## config.mk

```make
export PLATFORM = sky130hd
export DESIGN_NAME = sprdma_channel
export DESIGN_NICKNAME = d
export VERILOG_FILES = /design/src/rtl/sprdma_channel.sv
export SDC_FILE = /design/constraint.sdc
export NUM_CORES = 1
export LEC_CHECK = 0
export BUFFER_PORTS_ARGS = -buffer_cell sky130_fd_sc_hd__buf_4
export CAP_MARGIN = 25
export CORE_UTILIZATION = 45
export CTS_CLUSTER_SIZE = 12
export DETAILED_ROUTE_END_ITERATION = 7
export PLACE_DENSITY = 0.71
export SYNTH_ARGS = -nofsm -noshare
export SYNTH_HDL_FRONTEND = slang
export SYNTH_SLANG_ARGS = --single-unit
```

## constraint.sdc

```tcl
create_clock -name clk -period 5 [get_ports clk]
set_clock_uncertainty 0.05 [all_clocks]
set_input_delay 0.25 -clock clk [delete_from_list [all_inputs] [get_ports clk]]
set_output_delay 0.25 -clock clk [all_outputs]
set_load 0.1 [all_outputs]
```

## src/rtl/sprdma_channel.sv

```systemverilog
// Sprite DMA sequencer for one sprite channel: fetches control and bitplane words from chip
// memory on the channel's DMA slots and writes them into the sprite shifter registers.
module sprdma_channel #(
  parameter int unsigned AW = 19
) (
  input  logic          clk,
  input  logic          reset,
  input  logic          vbl_end,
  input  logic [8:0]    vpos,
  input  logic          slot,
  input  logic          slot_sel,
  input  logic          ptr_we,
  input  logic [AW-1:0] ptr_data,
  output logic          mem_req,
  output logic [AW-1:0] mem_addr,
  input  logic          mem_ack,
  input  logic [15:0]   mem_rdata,
  output logic          aen,
  output logic [1:0]    address,
  output logic [15:0]   data_out,
  output logic          busy
);

  typedef enum logic [2:0] {
    StIdle,
    StCtlPos,
    StCtlCtl,
    StWaitStart,
    StActiveA,
    StActiveB,
    StDone
  } state_e;

  typedef enum logic [1:0] {
    RegPos  = 2'b00,
    RegCtl  = 2'b01,
    RegData = 2'b10,
    RegDatb = 2'b11
  } reg_e;

  state_e        state_q;
  logic [AW-1:0] ptr_q;
  logic [8:0]    vstart_q;
  logic [8:0]    vstop_q;
  logic          req_q;
  logic [AW-1:0] addr_q;
  logic          aen_q;
  logic [1:0]    sel_q;
  logic [15:0]   wdata_q;
  logic [15:0]   hold_q;
  logic          data_pend_q;
  logic          discard_q;
  reg_e          fkind_q;
  logic          pos_zero_q;

  logic          busy_w;
  logic          start;
  reg_e          start_kind;
  state_e        start_state;

  assign busy_w = req_q | aen_q | data_pend_q;

  // Decide whether this slot pulse launches a fetch, what it fetches and where the FSM goes.
  always_comb begin
    start       = 1'b0;
    start_kind  = RegPos;
    start_state = state_q;
    if (slot && !busy_w && !vbl_end) begin
      case (state_q)
        StCtlPos: begin
          if (!slot_sel) begin
            start      = 1'b1;
            start_kind = RegPos;
          end
        end
        StCtlCtl: begin
          if (slot_sel) begin
            start      = 1'b1;
            start_kind = RegCtl;
          end
        end
        StWaitStart: begin
          if (!slot_sel) begin
            // The stop line wins so an equal start/stop pair displays nothing.
            if (vpos == vstop_q) begin
              start       = 1'b1;
              start_kind  = RegPos;
              start_state = StCtlPos;
            end else if (vpos == vstart_q) begin
              start       = 1'b1;
              start_kind  = RegData;
              start_state = StActiveA;
            end
          end
        end
        StActiveA: begin
          if (!slot_sel) begin
            start = 1'b1;
            if (vpos == vstop_q) begin
              start_kind  = RegPos;
              start_state = StCtlPos;
            end else begin
              start_kind = RegData;
            end
          end
        end
        StActiveB: begin
          if (slot_sel) begin
            start      = 1'b1;
            start_kind = RegDatb;
          end
        end
        default: ;
      endcase
    end
  end

  always_ff @(posedge clk) begin
    if (reset) begin
      state_q     <= StIdle;
      ptr_q       <= '0;
      vstart_q    <= '0;
      vstop_q     <= '0;
      req_q       <= 1'b0;
      addr_q      <= '0;
      aen_q       <= 1'b0;
      sel_q       <= 2'b00;
      wdata_q     <= '0;
      hold_q      <= '0;
      data_pend_q <= 1'b0;
      discard_q   <= 1'b0;
      fkind_q     <= RegPos;
      pos_zero_q  <= 1'b0;
    end else begin
      aen_q <= 1'b0;

      // Second write of a bitplane pair: DATA goes last so the shifter arms on a full pair.
      if (data_pend_q) begin
        aen_q       <= 1'b1;
        sel_q       <= RegData;
        wdata_q     <= hold_q;
        data_pend_q <= 1'b0;
      end

      if (req_q && mem_ack) begin
        req_q     <= 1'b0;
        ptr_q     <= ptr_q + 1'b1;
        discard_q <= 1'b0;
        if (!discard_q && !vbl_end) begin
          case (fkind_q)
            RegPos: begin
              aen_q         <= 1'b1;
              sel_q         <= RegPos;
              wdata_q       <= mem_rdata;
              vstart_q[7:0] <= mem_rdata[15:8];
              pos_zero_q    <= (mem_rdata == 16'h0000);
              state_q       <= StCtlCtl;
            end
            RegCtl: begin
              aen_q        <= 1'b1;
              sel_q        <= RegCtl;
              wdata_q      <= mem_rdata;
              vstop_q[7:0] <= mem_rdata[15:8];
              vstart_q[8]  <= mem_rdata[2];
              vstop_q[8]   <= mem_rdata[1];
              state_q      <= (pos_zero_q && mem_rdata == 16'h0000) ? StDone : StWaitStart;
            end
            RegData: begin
              hold_q  <= mem_rdata;
              state_q <= StActiveB;
            end
            default: begin
              aen_q       <= 1'b1;
              sel_q       <= RegDatb;
              wdata_q     <= mem_rdata;
              data_pend_q <= 1'b1;
              state_q     <= StActiveA;
            end
          endcase
        end
      end

      if (ptr_we) begin
        ptr_q <= ptr_data;
      end

      if (vbl_end) begin
        state_q     <= StCtlPos;
        data_pend_q <= 1'b0;
        if (req_q && !mem_ack) begin
          discard_q <= 1'b1;
        end
      end else if (start) begin
        req_q   <= 1'b1;
        addr_q  <= ptr_q;
        fkind_q <= start_kind;
        state_q <= start_state;
      end
    end
  end

  assign mem_req  = req_q;
  assign mem_addr = addr_q;
  assign aen      = aen_q;
  assign address  = sel_q;
  assign data_out = wdata_q;
  assign busy     = busy_w;

endmodule

```

==> results.txt <==
R2R Path End -> state_q[2]$_SDFFE_PP0P_
Endpoints failing setup -> 0
Reg2reg path depth -> 7
Flop and latch count out of synthesis -> 100
Fill cells -> 835
Die ar. -> 0.0103 sq mm
Hold Fails Final Rpt -> 0
Detailed Place HPWL -> 6.83 mm
Via density -> 5.19
Power density over cell area -> 297 mW/mm^2
N_diodes -> 0
Pre-antenna DRT Iters -> 5
Worst Min Path Start -> reset
Least-Margin Pin Slew -> 1020 ps
Clock slew at reported path FFs -> 100 ps
Placed Instance Area -> 0.00514 sq mm
DRC viols -> 0
Nature of the critical path startpoint -> flop
Vias in the first global route -> 3367
Routability cong. -> 0.769
Layout cells sized above 1 -> 21.5%
Crit Path Category -> reg -> reg
Clock tree from TritonCTS -> done
IO Pins -> 91
CTS root buffer -> clkbuf_8
Site Rows -> 35
Hold-fix buffers, CTS -> 0
Syn Area/Cell -> 8.99 sq um
Area Growth Syn to Fin -> 22.4%
Max-Cap Viols -> 0
Total clock sinks -> 100
Die height -> 102 um
Min Tclk post-route -> 2830 ps
Post-synth EDFFs -> 0
Fmax -> 0.354 GHz
Max IR drop VDD -> 0.000162 V
Largest net degree at the start of global routing -> 101
Port Buf Inserts -> 90
CTS Buf Count -> 9
Req. time, crit path -> 5220 ps
Setup TNS -> 0 ps
Core box area -> 0.00942 sq mm
Skew-Pair Late Insertion Delay -> 360 ps
GRT overflow -> 0
Initial antenna violation count -> 0
Hold crit path type -> in -> reg
Final Util -> 58.1%
Max-slew headroom -> 31.7%
Synth Cell Area -> 0.00447 sq mm
Initial Util -> 47.4%
DR iter-0 viols -> 161
Die X -> 102 um
Leakage -> 2.24 nW
Final WS setup -> 2170 ps
Min-Delay Endpoint -> ptr_q[15]$_SDFFE_PP0P_
Routed Antenna Nets -> 0
First-pass GRT wire length -> 16.0 mm
Flop2flop setup slack -> 2170 ps
Post-synth top flop -> dfxtp_1
Cell area after layout -> 0.00547 sq mm
Via count -> 3670
Synth warn -> 0
Mapped Nets -> 549
Setup repair bufs after CTS -> 0
Post-Syn Instances -> 497
Nets -> 625
Hold Path Cell Cnt -> 2
CP arrival -> 3050 ps
Reg-to-Reg Start -> data_pend_q$_SDFF_PP0_
Endpoint type of the worst setup path -> flop
Post-route clock period utilization -> 56.6%
RSZ-0062 raised after global routing -> no
Share of flip-flops with an asynchronous set or reset -> 0%
Overall Power -> 1.62 mW
Synth unique cells -> 52
Resize count post-CTS -> 0
Post-Place Setup Slack -> 2200 ps
Critical-path maximum fanout -> 24
Wire length per cell -> 13.9 um
Clock Path Buffers -> 2
Max H-tree Level -> 3
Sequential area share after synthesis -> 44.8%
Status -> finished, final reports clean
Total Routing Usage GR -> 19.7%
Max Transition Viols Final -> 0
Drt total wl -> 9.84 mm
synthesized netlist by cell type, types with 2 or more instances:
cell type / number / share of area, %
buf_2: 5 / 0.56
xor2_1: 10 / 2.0
clkbuf_8: 2 / 0.62
mux2i_1: 56 / 13
nor2_1: 89 / 7.5
a31oi_1: 2 / 0.28
nor2b_1: 2 / 0.28
nand4_1: 7 / 0.98
dfxtp_1: 100 / 45
o31ai_2: 2 / 0.56
o21ai_0: 2 / 0.22
inv_1: 6 / 0.50
nor4_1: 5 / 0.70
or3_1: 4 / 0.56
buf_6: 3 / 0.76
a211oi_1: 22 / 3.7
xnor2_1: 22 / 4.3
nand3_1: 13 / 1.5
a311oi_1: 2 / 0.39
o21ai_1: 3 / 0.34
a21oi_1: 38 / 4.3
nor3_1: 6 / 0.67
nand2_1: 49 / 4.1
clkbuf_1: 18 / 1.5
and2_1: 2 / 0.28
metrics by stage:
step,hold WS [ps],std cells
floorplan,336,497
global route,17.7,707
finish,23.4,707
global placement,391,688
CTS,48.5,704
detailed placement,399,688
cell usage in the layout (no fill, tap or decap), types with 2 or more instances in the layout:
cell type  instances
a211oi_1          22
a21oi_1           38
a311oi_1           2
a31oi_1            2
and2_1             2
buf_16             2
buf_4             93
bufinv_16          4
clkbuf_8           9
dfxtp_1          100
inv_1              6
mux2i_1           56
nand2_1           49
nand3_1           13
nand4_1            7
nor2_1            89
nor2b_1            2
nor3_1             6
nor4_1             5
o21ai_0            2
o21ai_1            3
o31ai_2            2
or3_1              4
xnor2_1           22
xor2_1            10
power breakdown:
part | internal, mW | switching, mW
sequential | 0.809 | 0.0140
combinational | 0.0553 | 0.0742
clock | 0.387 | 0.284
total | 1.25 | 0.372
area by class of cell:
class | count | area (sq um) | share of cell area (%)
clock buffers | 9 | 124 | 2.26
clock inverters | 7 | 145 | 2.65
inverters | 7 | 26.3 | 0.480
multi-input cells | 360 | 2260 | 41.3
flip-flops and latches | 100 | 2000 | 36.6
well taps | 129 | 161 | 2.95
repair buffers | 95 | 753 | 13.8
layer usage:
metal  global-route usage, %  part of all wire (%)
met2                    32.3                    47
met3                    4.14                   4.6
met5                       0                     0
met4                    4.68                  0.58
met1                    26.5                    47
how the worst max path moves through the flow:
stage / slack [ps] / depth (start not counted) / startpoint / to
floorplan: 2300 / 6 / mem_req$_SDFF_PP0_ / state_q[2]$_SDFFE_PP0P_
global placement: 2270 / 7 / data_pend_q$_SDFF_PP0_ / state_q[2]$_SDFFE_PP0P_
detailed placement: 2200 / 7 / data_pend_q$_SDFF_PP0_ / state_q[2]$_SDFFE_PP0P_
CTS: 2160 / 7 / data_pend_q$_SDFF_PP0_ / state_q[2]$_SDFFE_PP0P_
global route: 2010 / 7 / data_pend_q$_SDFF_PP0_ / state_q[2]$_SDFFE_PP0P_
finish: 2170 / 7 / data_pend_q$_SDFF_PP0_ / state_q[2]$_SDFFE_PP0P_
critical path: stages (launching register included):
cell,delay (ps)
dfxtp_1,650
or3_4,550
nor3b_4,300
o211ai_2,170
and2_1,180
buf_4,250
a221o_1,370
a211oi_2,200
sequential cells by signal, indices dropped and copies added, names as in the netlist, named ones only:
register / flops
hold_q: 16
vstop_q: 9
state_q: 3
pos_zero_q: 1
data_pend_q: 1
mem_req: 1
ptr_q: 19
fkind_q: 2
mem_addr: 19
vstart_q: 9
data_out: 16
aen: 1
address: 2
kinds of logic (layout without fill, tap and decap cells):
| family | count (synthesis) | after routing | share of synthesized area (%) |
|---|---|---|---|
| buffers and inverters | 37 | 118 | 4.65 |
| AO/OA/AOI/OAI | 80 | 80 | 11.7 |
| multiplexers | 56 | 56 | 12.5 |
| XOR/XNOR | 32 | 32 | 6.27 |
| flip-flops | 100 | 100 | 44.8 |
| adder cells (fa/ha/maj) | 1 | 1 | 0.280 |
| AND/OR/NAND/NOR | 191 | 191 | 19.7 |
Power figures use the tool's default switching activity.
